$ cat config.mk
export PLATFORM = sky130hd
export DESIGN_NAME = input_packet_encoder
export DESIGN_NICKNAME = d
export VERILOG_FILES = /design/src/rtl/input_packet_encoder.sv
export SDC_FILE = /design/constraint.sdc
export NUM_CORES = 1
export LEC_CHECK = 0
export ABC_AREA = 0
export BUFFER_PORTS_ARGS = -buffer_cell sky130_fd_sc_hd__buf_2
export CELL_PAD_IN_SITES_DETAIL_PLACEMENT = 2
export CELL_PAD_IN_SITES_GLOBAL_PLACEMENT = 2
export CORE_UTILIZATION = 26
export DETAILED_ROUTE_END_ITERATION = 16
export MAX_ROUTING_LAYER = met4
export PLACE_DENSITY_LB_ADDON = 0.15
export SETUP_SLACK_MARGIN = 0.2
export SLEW_MARGIN = 20
export SYNTH_ARGS = -nofsm -noshare
export SYNTH_HDL_FRONTEND = slang
export SYNTH_SLANG_ARGS = --single-unit
$ cat constraint.sdc
create_clock -name clk -period 4 [get_ports clk]
set_input_delay 0 -clock clk [delete_from_list [all_inputs] [get_ports clk]]
set_output_delay 0 -clock clk [all_outputs]
set_load 0.02 [all_outputs]
$ cat src/rtl/input_packet_encoder.sv
// Host-side packet source for the control-node instruction decoder.
// It streams one job (filter rows, then ifmap timestep 0, then ifmap timestep 1)
// and merges PE acknowledgements into the same output stream. Acks have priority.
module input_packet_encoder #(
   parameter int unsigned FILTER_WIDTH = 8,
   parameter int unsigned WIDTH        = 5*FILTER_WIDTH+5,
   parameter int unsigned CHUNK        = 36
) (
   input  logic                      clk,
   input  logic                      rst,
   input  logic                      start,
   input  logic [1:0]                cfg_fil_size,
   input  logic [5:0]                cfg_if_size,
   input  logic                      fil_valid,
   output logic                      fil_ready,
   input  logic [5*FILTER_WIDTH-1:0] fil_data,
   input  logic                      if_valid,
   output logic                      if_ready,
   input  logic [CHUNK-1:0]          if_data,
   input  logic                      ack_valid,
   output logic                      ack_ready,
   input  logic [3:0]                ack_node,
   output logic                      pkt_valid,
   input  logic                      pkt_ready,
   output logic [WIDTH-1:0]          pkt_data,
   output logic                      busy,
   output logic                      done,
   output logic                      err_node
);

   localparam int unsigned REM_W = 12;
   localparam int unsigned CNT_W = 3;
   localparam int unsigned PAD_W = WIDTH-5;

   typedef enum logic [2:0] {
      IDLE = 3'd0,
      FIL  = 3'd1,
      IF0  = 3'd2,
      IF1  = 3'd3,
      FIN  = 3'd4
   } state_t;

   state_t             state;
   state_t             state_nxt;
   logic [1:0]         fs_q;
   logic [5:0]         n_q;
   logic [CNT_W-1:0]   row_cnt;
   logic [REM_W-1:0]   rem;

   logic               can_load;
   logic               stream_ok;
   logic               ack_fire;
   logic               ack_legal;
   logic               fil_fire;
   logic               if_fire;
   logic               last_row;
   logic               last_chunk;
   logic [REM_W-1:0]   n_cfg_ext;
   logic [REM_W-1:0]   n_q_ext;
   logic [REM_W-1:0]   nn_cfg;
   logic [REM_W-1:0]   nn_q;
   logic [CNT_W-1:0]   fil_rows;
   logic               ts;

   // Shared handshake decode: the output register loads when empty or draining.
   assign can_load   = !rst && (!pkt_valid || pkt_ready);
   assign ack_ready  = can_load;
   assign ack_fire   = ack_valid && can_load;
   assign ack_legal  = (ack_node != 4'd3) && (ack_node != 4'd12);
   assign stream_ok  = can_load && !ack_valid;
   assign fil_fire   = fil_valid && fil_ready;
   assign if_fire    = if_valid && if_ready;

   assign n_cfg_ext  = REM_W'(cfg_if_size);
   assign n_q_ext    = REM_W'(n_q);
   assign nn_cfg     = n_cfg_ext * n_cfg_ext;
   assign nn_q       = n_q_ext * n_q_ext;
   assign fil_rows   = CNT_W'(fs_q) + CNT_W'(2);
   assign last_row   = (row_cnt == fil_rows - CNT_W'(1));
   assign last_chunk = (rem <= REM_W'(CHUNK));
   assign ts         = (state == IF1);
   assign busy       = (state != IDLE);

   // State register.
   always_ff @(posedge clk) begin
      if (rst) state <= IDLE;
      else     state <= state_nxt;
   end

   // Next-state logic.
   always_comb begin
      state_nxt = state;
      case (state)
         IDLE: if (start) state_nxt = FIL;
         FIL:  if (fil_fire && last_row) state_nxt = (n_q == 6'd0) ? FIN : IF0;
         IF0:  if (if_fire && last_chunk) state_nxt = IF1;
         IF1:  if (if_fire && last_chunk) state_nxt = FIN;
         FIN:  if (!pkt_valid) state_nxt = IDLE;
         default: state_nxt = IDLE;
      endcase
   end

   // Stream-side ready outputs; an accepted ack blocks both stream inputs.
   always_comb begin
      fil_ready = 1'b0;
      if_ready  = 1'b0;
      case (state)
         FIL:      fil_ready = stream_ok;
         IF0, IF1: if_ready  = stream_ok;
         default: ;
      endcase
   end

   // Job configuration, filter row counter and remaining-element counter.
   always_ff @(posedge clk) begin
      if (rst) begin
         fs_q    <= 2'd0;
         n_q     <= 6'd0;
         row_cnt <= '0;
         rem     <= '0;
      end else begin
         case (state)
            IDLE: if (start) begin
               fs_q    <= cfg_fil_size;
               n_q     <= cfg_if_size;
               row_cnt <= '0;
               rem     <= nn_cfg;
            end
            FIL: if (fil_fire) row_cnt <= row_cnt + CNT_W'(1);
            IF0: if (if_fire) rem <= last_chunk ? nn_q : rem - REM_W'(CHUNK);
            IF1: if (if_fire && !last_chunk) rem <= rem - REM_W'(CHUNK);
            default: ;
         endcase
      end
   end

   // Single output register with ack > filter > ifmap priority.
   always_ff @(posedge clk) begin
      if (rst) begin
         pkt_valid <= 1'b0;
         pkt_data  <= '0;
      end else if (can_load) begin
         if (ack_fire && ack_legal) begin
            pkt_valid <= 1'b1;
            pkt_data  <= {PAD_W'(0), ack_node, 1'b0};
         end else if (fil_fire) begin
            pkt_valid <= 1'b1;
            pkt_data  <= {fil_data, fs_q, 3'b011};
         end else if (if_fire) begin
            pkt_valid <= 1'b1;
            pkt_data  <= {if_data, n_q, ts, 2'b01};
         end else begin
            pkt_valid <= 1'b0;
         end
      end
   end

   // Completion pulse and sticky illegal-node flag.
   always_ff @(posedge clk) begin
      if (rst) begin
         done     <= 1'b0;
         err_node <= 1'b0;
      end else begin
         done <= (state == FIN) && !pkt_valid;
         if (ack_fire && !ack_legal) err_node <= 1'b1;
      end
   end

endmodule

# Yosys cells after proc, flatten, opt, wreduce, memory -nomap -nowiden
# Cells that the tools add are included.
# word_totals
regBits	74
latchBits	0
ramBits	0
rom_bits	0
input_bits	95
out_inout_bits	52
wordCells	84
mem_count	0
# classes
add_sub_neg	4
mul	2
n_div	0
order_cmp	1
n_eq_ne	15
n_shift	0
mux	23
bitwise_logic	0
n_reduce_logical	30
# ops
cell	n
45-bit two-way mux	3
12-bit two-way mux	4
12-bit case mux with 3 select lines	1
6-bit by 6-bit multiplier with 12-bit output	2
3-bit two-way mux	8
3-bit case mux with 5 select lines	1
12-bit by 6-bit less-or-equal comparator with 1-bit output, second input constant	1
1-bit logical AND	12
2-bit inequality test, second input constant	6
12-bit by 6-bit subtractor with 12-bit output, second input constant	1
3-bit nonzero test	3
3-bit by 2-bit == test with 1-bit output, second input constant	2
6-bit logical NOT	1
3-bit case mux with 2 select lines	1
1-bit logical NOT	5
1-bit two-way mux	5
5-bit AND reduction	1
2-bit by 1-bit inequality test with 1-bit output, second input constant	2
4-bit by 2-bit inequality test with 1-bit output, second input constant	1
4-bit inequality test, second input constant	1
2-bit AND reduction	2
4-bit AND reduction	1
2-bit by 2-bit adder with 3-bit output, second input constant	1
3-bit by 1-bit adder with 3-bit output, second input constant	1
9 further kinds	9

# Logic depth before layout (Yosys ltp)
# depth
word_depth	9
mapped_depth	16
ltp_nobuf	15

# Worst setup path after synthesis
# OpenSTA, ideal clock, no wires.
# synth_path
kind	register to register
start	register n_q[0]
end	register rem[9]
setup_ps	138
arrival_time_ps	3678
t_required_ps	3862
setup_slack_ps	184
path_stages_with_launch	15
path_buffers	1
period_less_slack_ps	3816
path_cell_list	dfxtp_1 -> clkbuf_1 -> and2_1 -> fa_1 -> inv_1 -> fa_1 -> fa_1 -> inv_1 -> ha_1 -> a211oi_1 -> nor2_1 -> o31a_1 -> or3_1 -> nand4_1 -> a41oi_1
# synth_via
elab_chain_cells	4
# synth_lines
element	line	source
start, declared	46	logic [5:0] n_q;
start signal, assigned	125	n_q <= cfg_if_size;
6-bit by 6-bit multiplier with 12-bit output	77	assign nn_q = n_q_ext * n_q_ext;
12-bit two-way mux (2 in series)	130	IF0: if (if_fire) rem <= last_chunk ? nn_q : rem - REM_W'(CHUNK);
12-bit case mux with 3 select lines	122	case (state)
end signal, assigned	127	rem <= nn_cfg;
end signal, assigned	130	
end signal, assigned	131	IF1: if (if_fire && !last_chunk) rem <= rem - REM_W'(CHUNK);
end, declared	48	logic [REM_W-1:0] rem;
# Every way passes these cells. The select of a mux whose other input is x is not followed.
# A chain may end at the register's enable or synchronous reset.

# Worst setup path after layout
# layout_path
start	register n_q[3]
end	register rem[9]
# Same word-level chain as after synthesis.

==> flow_summary.ini <==
[floorplan]
dieArea_um2 = 19430
rows = 49
die_w_um = 139.4
core-area_um2 = 18210
die_y_um = 139.4
initial_utilization_pct = 26.95
ios = 147

[cells_and_area]
register_area_um2 = 1461
nFillCells = 2081
drive_above_1_share_pct = 23.14
finish.instance_area_um2 = 6691
nets = 930
multi_input_area_um2 = 3120
syn_to_final_growth_pct = 36.36

[setup_path]
cp_data_arrival_time_ns = 3.83
endpoint = rem[9]$_SDFFE_PP0P_
crit_path_end_kind = flip-flop
worst_setup_path_start_kind = flip-flop
worst-path-max-fanout = 5
cp_data_required_time_ns = 4.19
rr_worst_depth = 13
crit_path_start = n_q[3]$_SDFFE_PP0P_
critPathKind = reg2reg
r2r_end = rem[9]$_SDFFE_PP0P_
r2r_slack_ns = 0.36
reg2reg_from = n_q[3]$_SDFFE_PP0P_

[grt]
grt_pass1_vias = 5994
grt_max_degree = 47
grt_usage_pct = 21.48
globalRouteOverflowTotal = 0
grt_pass1_wl_um = 31930
grt_antenna_before_repair = 2

[sta]
clock_skew_ns = 0.01184
tightest_slew_ns = 1.106
max_freq_mhz = 275.0
final-setup-viol-count = 0
tns_ns = 0
rsz0062_at_grt = no
timing.hold.ws_ns = 0.001924
hold_viol_final = 0
fin_crit_sh_pct = 90.93
drv_slew = 0
min_period_ns = 3.637
relSlewSlack_pct = 26.29

[placed_design]
port_buffers = 146
place_congestion = 0.7732
post_dp_cell_area_um2 = 5846
hpwl_um = 14100

[route]
drc = 0
route.final.wire_length_um = 19950
vias_per_cell = 5.215
vias = 5351
drtPass1Iterations = 4
ant_nets = 0
drt-initial-drc-count = 113
wl_per_cell_um = 19.45

[synthesis]
synth_area_leaders = dfxtp_1 (30%), ha_1 (7.6%), a221oi_1 (7.5%)
synthFlopType = dfxtp_1
ys_types = 59
synth_most_common_cell = dfxtp_1
netlist_top_cells_count = dfxtp_1 (73), nor2_1 (68), nor3_1 (50), inv_1 (49), nand2_1 (45)
synth_edf_count = 0
synth_seq_cells = 73
syn_area_um2 = 4907
syn-num-nets = 756
synth_cells = 616
yosysWarnings = 0
synthArstFlopShare_pct = 0
synth_top_area_share_pct = 29.78
synth_area_leader_cell = dfxtp_1
avgSynthCellArea_um2 = 7.966
synth-seq-area-share_pct = 29.78

[job]
cap_violations = 0

[pwr]
power.total_w = 0.003126
ir_drop_uv = 188.9
p_leak_nw = 2.999
power.density_nw_per_um2 = 467.1

[clock_network]
cts_tree = yes
clock-sinks = 73
cts_root_buf = clkbuf_16
cts_buffer_depth = 2
clk_latency_ns = 0.34
path_clk_slew_ns = 0.07
cts_max_level = 3
numCtsBuffers = 9
post_cts_buffers = 0

[status]
status = finished, final reports clean

[worst_hold_path]
hp-class = in2reg
-- kinds of logic after synthesis --
group / after synthesis / share of synthesized area [%]
AOI/OAI and AO/OA: 144 / 20.93
xor gates and xnor gates: 21 / 3.748
adders and majority gates: 45 / 13.77
buffers and inverters: 94 / 7.292
DFF: 73 / 29.78
muxes: 6 / 1.249
and+or+nand+nor: 233 / 23.23
-- report_power, final --
| part | leakage [nW] | switching [W] | total, W | internal [W] |
|---|---|---|---|---|
| combinational | 2.26 | 0.000821 | 0.00133 | 0.000513 |
| sequential | 0.593 | 0.000109 | 0.000935 | 0.000827 |
| clock | 0.143 | 0.000351 | 0.000856 | 0.000506 |
-- area by class of cell --
cell class              instances  area share (%)
flip-flops and latches         73           21.84
multi-input cells             449           46.63
clock buffers                  11           3.628
clock inverters                 5          0.9349
repair buffers                208           19.86
well taps                     229           4.282
diodes                          2         0.07479
inverters                      49           2.749
-- layout by cell type (no fill, tap or decap), types with 17 or more instances in the layout --
master and instances:
nor2_1 68, nor3_1 50, buf_2 146, dfxtp_1 73
dlygate4sd3_1 50, nand2_1 45, and2_1 17, ha_1 28
a21oi_1 31, a221oi_1 42, inv_1 48
-- worst min-delay path by stage --
| stage | to | from | depth (start not counted) |
|---|---|---|---|
| after floorplan | ack_ready | rst | 1 |
| after global placement | fs_q[0]$_SDFFE_PP0P_ | cfg_fil_size[0] | 3 |
| after detailed placement | fs_q[0]$_SDFFE_PP0P_ | cfg_fil_size[0] | 3 |
| after CTS | pkt_data[44]$_SDFFE_PP0P_ | if_data[35] | 3 |
| after global routing | pkt_data[33]$_SDFFE_PP0P_ | if_data[24] | 3 |
| final | pkt_data[38]$_SDFFE_PP0P_ | if_data[29] | 3 |
-- stage by stage --
stage / cells / utilization, % / setup WS, ns
2_1_floorplan: 616 / - / 0.2313
3_3_place_gp: 958 / 32.10 / 0.2542
3_5_place_dp: 958 / 32.10 / 0.1777
4_1_cts: 1024 / 36.54 / 0.2153
5_1_grt: 1026 / 36.75 / 0.2024
6_report: 1026 / 36.75 / 0.3630
-- state kept, by name, indices dropped and copies added (netlist names) --
register,flops
pkt_data,45
err_node,1
rem,11
pkt_valid,1
row_cnt,3
n_q,6
done,1
state,3
fs_q,2
-- repair_timing --
action                                 CTS  global route
pin swaps                                0             6
endpoints found under the hold margin   44             0
hold buffers                            50             0
gates resized for setup                  1            10
setup endpoints to repair                2             3
-- routing by layer --
| layer | vias up | track usage (%) | routed length [um] |
|---|---|---|---|
| met3 | 28 | 3.854 | 782 |
| met4 | 0 | 7.018 | 430 |
| li1 | 2538 | - | - |
| met1 | 2661 | 25.19 | 8909 |
| met2 | 124 | 36.95 | 9829 |
| met5 | - | - | 0 |
-- critical path, stage by stage (launching register included) --
cell and delay (ns):
dfxtp_1 0.32, and2_4 0.17, fa_1 0.56, inv_2 0.05, fa_1 0.48, fa_1 0.52
inv_1 0.07, ha_4 0.24, a211oi_2 0.24, nor2_1 0.08, o31a_1 0.25, or3_1 0.31
nand4_1 0.10, a41oi_1 0.11
Note: power is estimated with default switching activity, not from simulation.
